**config.mk**
```make
export PLATFORM = sky130hd
export DESIGN_NAME = riscv_mem_arbiter
export DESIGN_NICKNAME = d
export VERILOG_FILES = /design/src/rtl/riscv_mem_arbiter.sv
export SDC_FILE = /design/constraint.sdc
export NUM_CORES = 1
export LEC_CHECK = 0
export ABC_AREA = 0
export CORE_AREA = 2 2 265 267
export DETAILED_ROUTE_END_ITERATION = 6
export DIE_AREA = 0 0 267 269
export PLACE_DENSITY_LB_ADDON = 0.05
export SLEW_MARGIN = 15
export SYNTH_ARGS = -nofsm -noshare
export SYNTH_HDL_FRONTEND = slang
export SYNTH_SLANG_ARGS = --single-unit
export TNS_END_PERCENT = 20
```
**constraint.sdc**
```tcl
create_clock -name i_riscv_arb_clk -period 1.9 [get_ports i_riscv_arb_clk]
set_input_delay 0.38 -clock i_riscv_arb_clk [delete_from_list [all_inputs] [get_ports i_riscv_arb_clk]]
set_output_delay 0.38 -clock i_riscv_arb_clk [all_outputs]
set_load 0.03 [all_outputs]
```
**src/rtl/riscv_mem_arbiter.sv**
```systemverilog
// Round-robin arbiter sharing one line-wide memory port between the I-cache
// refill path and the D-cache refill/write-back path. One transaction is in
// flight at a time, and completion is returned only to the side that owns it.
module riscv_mem_arbiter #(
  parameter int unsigned DATA_WIDTH  = 128,
  parameter int unsigned S_ADDR      = 10,
  parameter int unsigned TIMEOUT_CYC = 1024
) (
  input  logic                  i_riscv_arb_clk,
  input  logic                  i_riscv_arb_rst,
  input  logic                  i_riscv_arb_imem_rden,
  input  logic [S_ADDR-1:0]     i_riscv_arb_imem_addr,
  output logic [DATA_WIDTH-1:0] o_riscv_arb_imem_data,
  output logic                  o_riscv_arb_imem_ready,
  input  logic                  i_riscv_arb_dmem_rden,
  input  logic                  i_riscv_arb_dmem_wren,
  input  logic [S_ADDR-1:0]     i_riscv_arb_dmem_addr,
  input  logic [DATA_WIDTH-1:0] i_riscv_arb_dmem_wdata,
  output logic [DATA_WIDTH-1:0] o_riscv_arb_dmem_data,
  output logic                  o_riscv_arb_dmem_ready,
  output logic                  o_riscv_arb_mem_rden,
  output logic                  o_riscv_arb_mem_wren,
  output logic [S_ADDR-1:0]     o_riscv_arb_mem_addr,
  output logic [DATA_WIDTH-1:0] o_riscv_arb_mem_wdata,
  input  logic [DATA_WIDTH-1:0] i_riscv_arb_mem_data,
  input  logic                  i_riscv_arb_mem_ready,
  output logic                  o_riscv_arb_timeout
);

  localparam int unsigned WdogW = (TIMEOUT_CYC > 1) ? $clog2(TIMEOUT_CYC) : 1;
  localparam logic [WdogW-1:0] WdogMax = WdogW'(TIMEOUT_CYC - 1);

  typedef enum logic [1:0] {StIdle, StGntI, StGntD} state_e;

  state_e           state_q, state_d;
  logic             last_q, last_d;      // 0: I served last, 1: D served last
  logic             mask_i_q, mask_i_d;
  logic             mask_d_q, mask_d_d;
  logic [WdogW-1:0] wdog_q, wdog_d;
  logic             timeout_q, timeout_d;

  logic req_i, req_d;

  // The mask hides the requester's stale level during the IDLE cycle after its completion
  assign req_i = i_riscv_arb_imem_rden & ~mask_i_q;
  assign req_d = (i_riscv_arb_dmem_rden | i_riscv_arb_dmem_wren) & ~mask_d_q;

  // State and bookkeeping registers
  always_ff @(posedge i_riscv_arb_clk or negedge i_riscv_arb_rst) begin
    if (!i_riscv_arb_rst) begin
      state_q   <= StIdle;
      last_q    <= 1'b0;
      mask_i_q  <= 1'b0;
      mask_d_q  <= 1'b0;
      wdog_q    <= '0;
      timeout_q <= 1'b0;
    end else begin
      state_q   <= state_d;
      last_q    <= last_d;
      mask_i_q  <= mask_i_d;
      mask_d_q  <= mask_d_d;
      wdog_q    <= wdog_d;
      timeout_q <= timeout_d;
    end
  end

  // Next-state: grant decision, completion bookkeeping, watchdog
  always_comb begin
    state_d   = state_q;
    last_d    = last_q;
    mask_i_d  = 1'b0;
    mask_d_d  = 1'b0;
    wdog_d    = wdog_q;
    timeout_d = timeout_q;
    unique case (state_q)
      StIdle: begin
        wdog_d = '0;
        if (req_i && req_d) begin
          state_d = last_q ? StGntI : StGntD;
        end else if (req_i) begin
          state_d = StGntI;
        end else if (req_d) begin
          state_d = StGntD;
        end
      end
      StGntI, StGntD: begin
        if (wdog_q != WdogMax) begin
          wdog_d = wdog_q + WdogW'(1);
        end
        // The transaction keeps waiting; only the sticky flag reports it
        if (!i_riscv_arb_mem_ready && (wdog_q == WdogMax)) begin
          timeout_d = 1'b1;
        end
        if (i_riscv_arb_mem_ready) begin
          state_d = StIdle;
          if (state_q == StGntI) begin
            last_d   = 1'b0;
            mask_i_d = 1'b1;
          end else begin
            last_d   = 1'b1;
            mask_d_d = 1'b1;
          end
        end
      end
      default: state_d = StIdle;
    endcase
  end

  // Outputs: memory port muxed from the owner, completion routed back to the owner only
  always_comb begin
    o_riscv_arb_mem_rden   = 1'b0;
    o_riscv_arb_mem_wren   = 1'b0;
    o_riscv_arb_mem_addr   = '0;
    o_riscv_arb_mem_wdata  = '0;
    o_riscv_arb_imem_ready = 1'b0;
    o_riscv_arb_imem_data  = '0;
    o_riscv_arb_dmem_ready = 1'b0;
    o_riscv_arb_dmem_data  = '0;
    unique case (state_q)
      StGntI: begin
        o_riscv_arb_mem_rden   = i_riscv_arb_imem_rden;
        o_riscv_arb_mem_addr   = i_riscv_arb_imem_addr;
        o_riscv_arb_imem_ready = i_riscv_arb_mem_ready;
        if (i_riscv_arb_mem_ready) begin
          o_riscv_arb_imem_data = i_riscv_arb_mem_data;
        end
      end
      StGntD: begin
        // A write-back wins over a read asserted in the same cycle
        o_riscv_arb_mem_wren   = i_riscv_arb_dmem_wren;
        o_riscv_arb_mem_rden   = i_riscv_arb_dmem_rden & ~i_riscv_arb_dmem_wren;
        o_riscv_arb_mem_addr   = i_riscv_arb_dmem_addr;
        o_riscv_arb_mem_wdata  = i_riscv_arb_dmem_wdata;
        o_riscv_arb_dmem_ready = i_riscv_arb_mem_ready;
        if (i_riscv_arb_mem_ready) begin
          o_riscv_arb_dmem_data = i_riscv_arb_mem_data;
        end
      end
      default: ;
    endcase
  end

  assign o_riscv_arb_timeout = timeout_q;

endmodule
```
==> flow_summary_export.csv <==
group,metric,value,unit
floorplanning,core_area,0.0693,sq mm
logic_synthesis,synth_edf_count,0,
route,vias,7091,
timing,fmax,0.489,GHz
timing,fin_crit_sh,108,%
timing,rsz0062_at_grt,"yes",
global_route,grt_pass1_vias,6738,
setup_path,crit_path_start_kind,"register",
route,dr.pass1.iters,4,
logic_synthesis,async_flop_share,100,%
setup_path,cpLargestDelayFamily,"buffers and inverters",
clocking,clock_path_buffers,2,
setup_path,cp_max_fo,5,
clocking,cts_buffers,3,
floorplanning,core.rowCount,97,
placement,port_buffers,680,
setup_path,crit_chain,"ha_4, buf_12, buf_12, buf_16, buf_8, and3_4, buf_8",
route,ant_nets,0,
global_route,grt_max_degree,69,
global_route,antenna_found_initial,21,
route,dr.first_iter.drc_count,227,
logic_synthesis,synthCells,569,
worst_hold_path,hp-class,"in -> async",
finish,area_growth,273,%
timing,final_hold_viol_count,0,
global_route,grt_usage,12.3,%
clocking,worstSkewPairLatency,0.25,ns
timing,timing.final.max_slew_violations,0,
setup_path,crit_buf_inv,5,
placement,dp_hpwl,41200,um
logic_synthesis,yosys-top-cells-area,"and3_1 (44%), and2_1 (22%), dfrtp_1 (11%)",
setup_path,critPathKind,"reg -> out",
floorplanning,fp.dieW,267,um
finish,final_common_cell,"clkdlybuf4s50_1",
global_route,grt_pass1_wl,61200,um
logic_synthesis,synthesis.area,0.00369,sq mm
setup_path,critPathRequiredTime,1.52,ns
clocking,cts_tree,"done",
power,seq_power_share,3.4,%
finish,design_area,0.0137,sq mm
setup_path,crit_slowest_cell,"dfrtp_1",
timing,tns,-27.96,ns
global_route,grt_remaining_overflow,0,
timing,holdWs,0.471,ns
logic_synthesis,yosys.area.top_type,"and3_1",
power,p_int,6.90,mW
logic_synthesis,ys_seq_elements,16,
placement,placed_area,0.0114,sq mm
finish,drive_gt1_share,50.7,%
logic_synthesis,avgSynthCellArea,6.48,sq um
clocking,clk_pin_slew,0.05,ns
setup_path,cp-end-kind,"output pin",
setup_path,worst_ep_arrival_time,1.66,ns
run_status,status,"finished with violations",
floorplanning,initial_core_util,5.32,%
logic_synthesis,yosysSeqAreaShare,10.9,%
logic_synthesis,synth_top_area_share,43.9,%
power,combPwrFrac,93.2,%
power,powerDensity,1010,mW/mm^2
finish,fin_cells,2191,
route,wirelength,51400,um
floorplanning,fp.dieArea,0.0718,sq mm
logic_synthesis,ys.flop_type,"dfrtp_1",
timing,tightest_slew,0.380,ns
power,peakVddDrop,430,uV
timing,post-route-min-period,2.04,ns
finish,final_cell_mix,"clkdlybuf4s50_1 (281), buf_6 (279), and3_1 (202), buf_4 (93), and2_4 (86)",
logic_synthesis,ys_types,30,
timing,finalClockSkew,0.00203,ns
clocking,htree_levels,1,
power,switching_share,50.3,%
run,max_cap_viol_count,0,
power,p_leak,6.53,nW
run_status,violations,"setup timing",
clocking,clock-root-buffer,"clkbuf_16",
route,wl_per_cell,23.4,um
clocking,hold_buffers,0,
clocking,cts_sinks,16,
timing,finalSetupViolations,389,
route,avgViaCountPerCell,3.24,
floorplanning,die_h,269,um
route,drc,0,
logic_synthesis,yosysWarnings,0,
placement,placed_cells,2148,
power,p_switching,6.99,mW
timing,setup_slack,-0.143,ns
power,clkPwrFrac,3.4,%
finish,nets,1529,
placement,place.gp.congestion,0.810,
floorplanning,io_pins,681,
setup_path,max_stage_delay,0.41,ns
logic_synthesis,syn-num-nets,855,
timing,relSlewSlack,74.6,%
==> state kept, by name, summed over array words and instances, names as in the netlist <==
signal,flops
last_q,1
mask_d_q,1
mask_i_q,1
o_riscv_arb_timeout,1
state_q,2
wdog_q,10
==> per-stage QoR <==
step	total power [mW]	setup slack, ns	utilization (%)
global placement	11.0	0.00216	16.5
global route	14.6	-0.189	19.8
finish	13.9	-0.143	19.8
floorplan	5.47	-0.0189	-
detailed placement	10.9	-0.00435	16.5
CTS	12.6	-0.162	18.0
==> routing by layer <==
metal	part of all wire [%]	vias to the layer above	GRT usage (%)
li1	-	3347	-
met1	37	3389	13.1
met2	54	315	23.6
met3	7.7	28	4.19
met4	0.80	12	1.76
met5	0.15	-	0
==> cells by family (layout without fill, tap and decap cells) <==
kind of cell    after synthesis  after routing  synth area share (%)
other cells                   0              9                     0
compound gates               37             37                  7.16
xor+xnor                      1              1                 0.238
buf+inv                      80            753                  8.45
simple gates                428            428                  71.1
mux                           3              3                 0.814
flops                        16             16                  10.9
fa+ha+maj                     4              4                  1.36
==> final cells by class <==
cell class,instances,area [sq um]
fillers,7754,55600
repair buffers,745,8490
multi-input cells,473,3550
well taps,940,1180
flip-flops and latches,16,400
clock buffers,4,88.8
diodes,9,22.5
inverters,4,15.0
==> cells in the mapped netlist, drive strengths merged, types with 2 or more instances <==
library cell    n
clkbuf         67
o21bai          2
dfrtp          16
inv             4
nor2           15
and2          132
a22oi          10
o21ai           7
and3          259
buf             9
ha              4
a31oi           6
nand2          10
mux2i           3
nand2b          2
a21oi           3
a21o            4
nand3           4
and4            2
==> worst reg2reg max path: stages (launching register included) <==
cell	delay (ns)
dfrtp_1	0.35
inv_2	0.06
buf_4	0.13
ha_1	0.31
inv_2	0.06
buf_4	0.16
a31oi_4	0.25
nand4_1	0.16
mux2i_1	0.15
==> worst paths after layout <==
| path | start | end | slack (ns) | cells past startpoint |
|---|---|---|---|---|
| setup / recovery | state_q[1] | o_riscv_arb_dmem_data[52] | -0.14 | 7 |
| max in group asynchronous | i_riscv_arb_rst | state_q[0] | 1.23 | 2 |
| hold / removal | i_riscv_arb_rst | wdog_q[7] | 0.47 | 2 |
| setup reg to reg | state_q[0] | wdog_q[7] | 0.16 | 8 |
| hold reg to reg | wdog_q[9] | wdog_q[9] | 0.49 | 1 |
| min in group i_riscv_arb_clk | wdog_q[9] | wdog_q[9] | 0.49 | 1 |
==> power by group through the flow <==
| stage | logic (mW) | clock network [mW] | registers (mW) |
|---|---|---|---|
| after floorplan | 5.01 | 0 | 0.455 |
| after global routing | 13.6 | 0.491 | 0.482 |
| after CTS | 11.6 | 0.485 | 0.472 |
| after global placement | 10.5 | 0 | 0.481 |
| final | 12.9 | 0.471 | 0.471 |
| after detailed placement | 10.4 | 0 | 0.479 |
==> what timing repair did <==
item,CTS,global route
resized for setup,216,251
pin swaps,2,6
setup buffers,5,9
cloned,4,14
setup endpoints to repair,398,398
No activity file was read; power rests on OpenSTA's default activity.
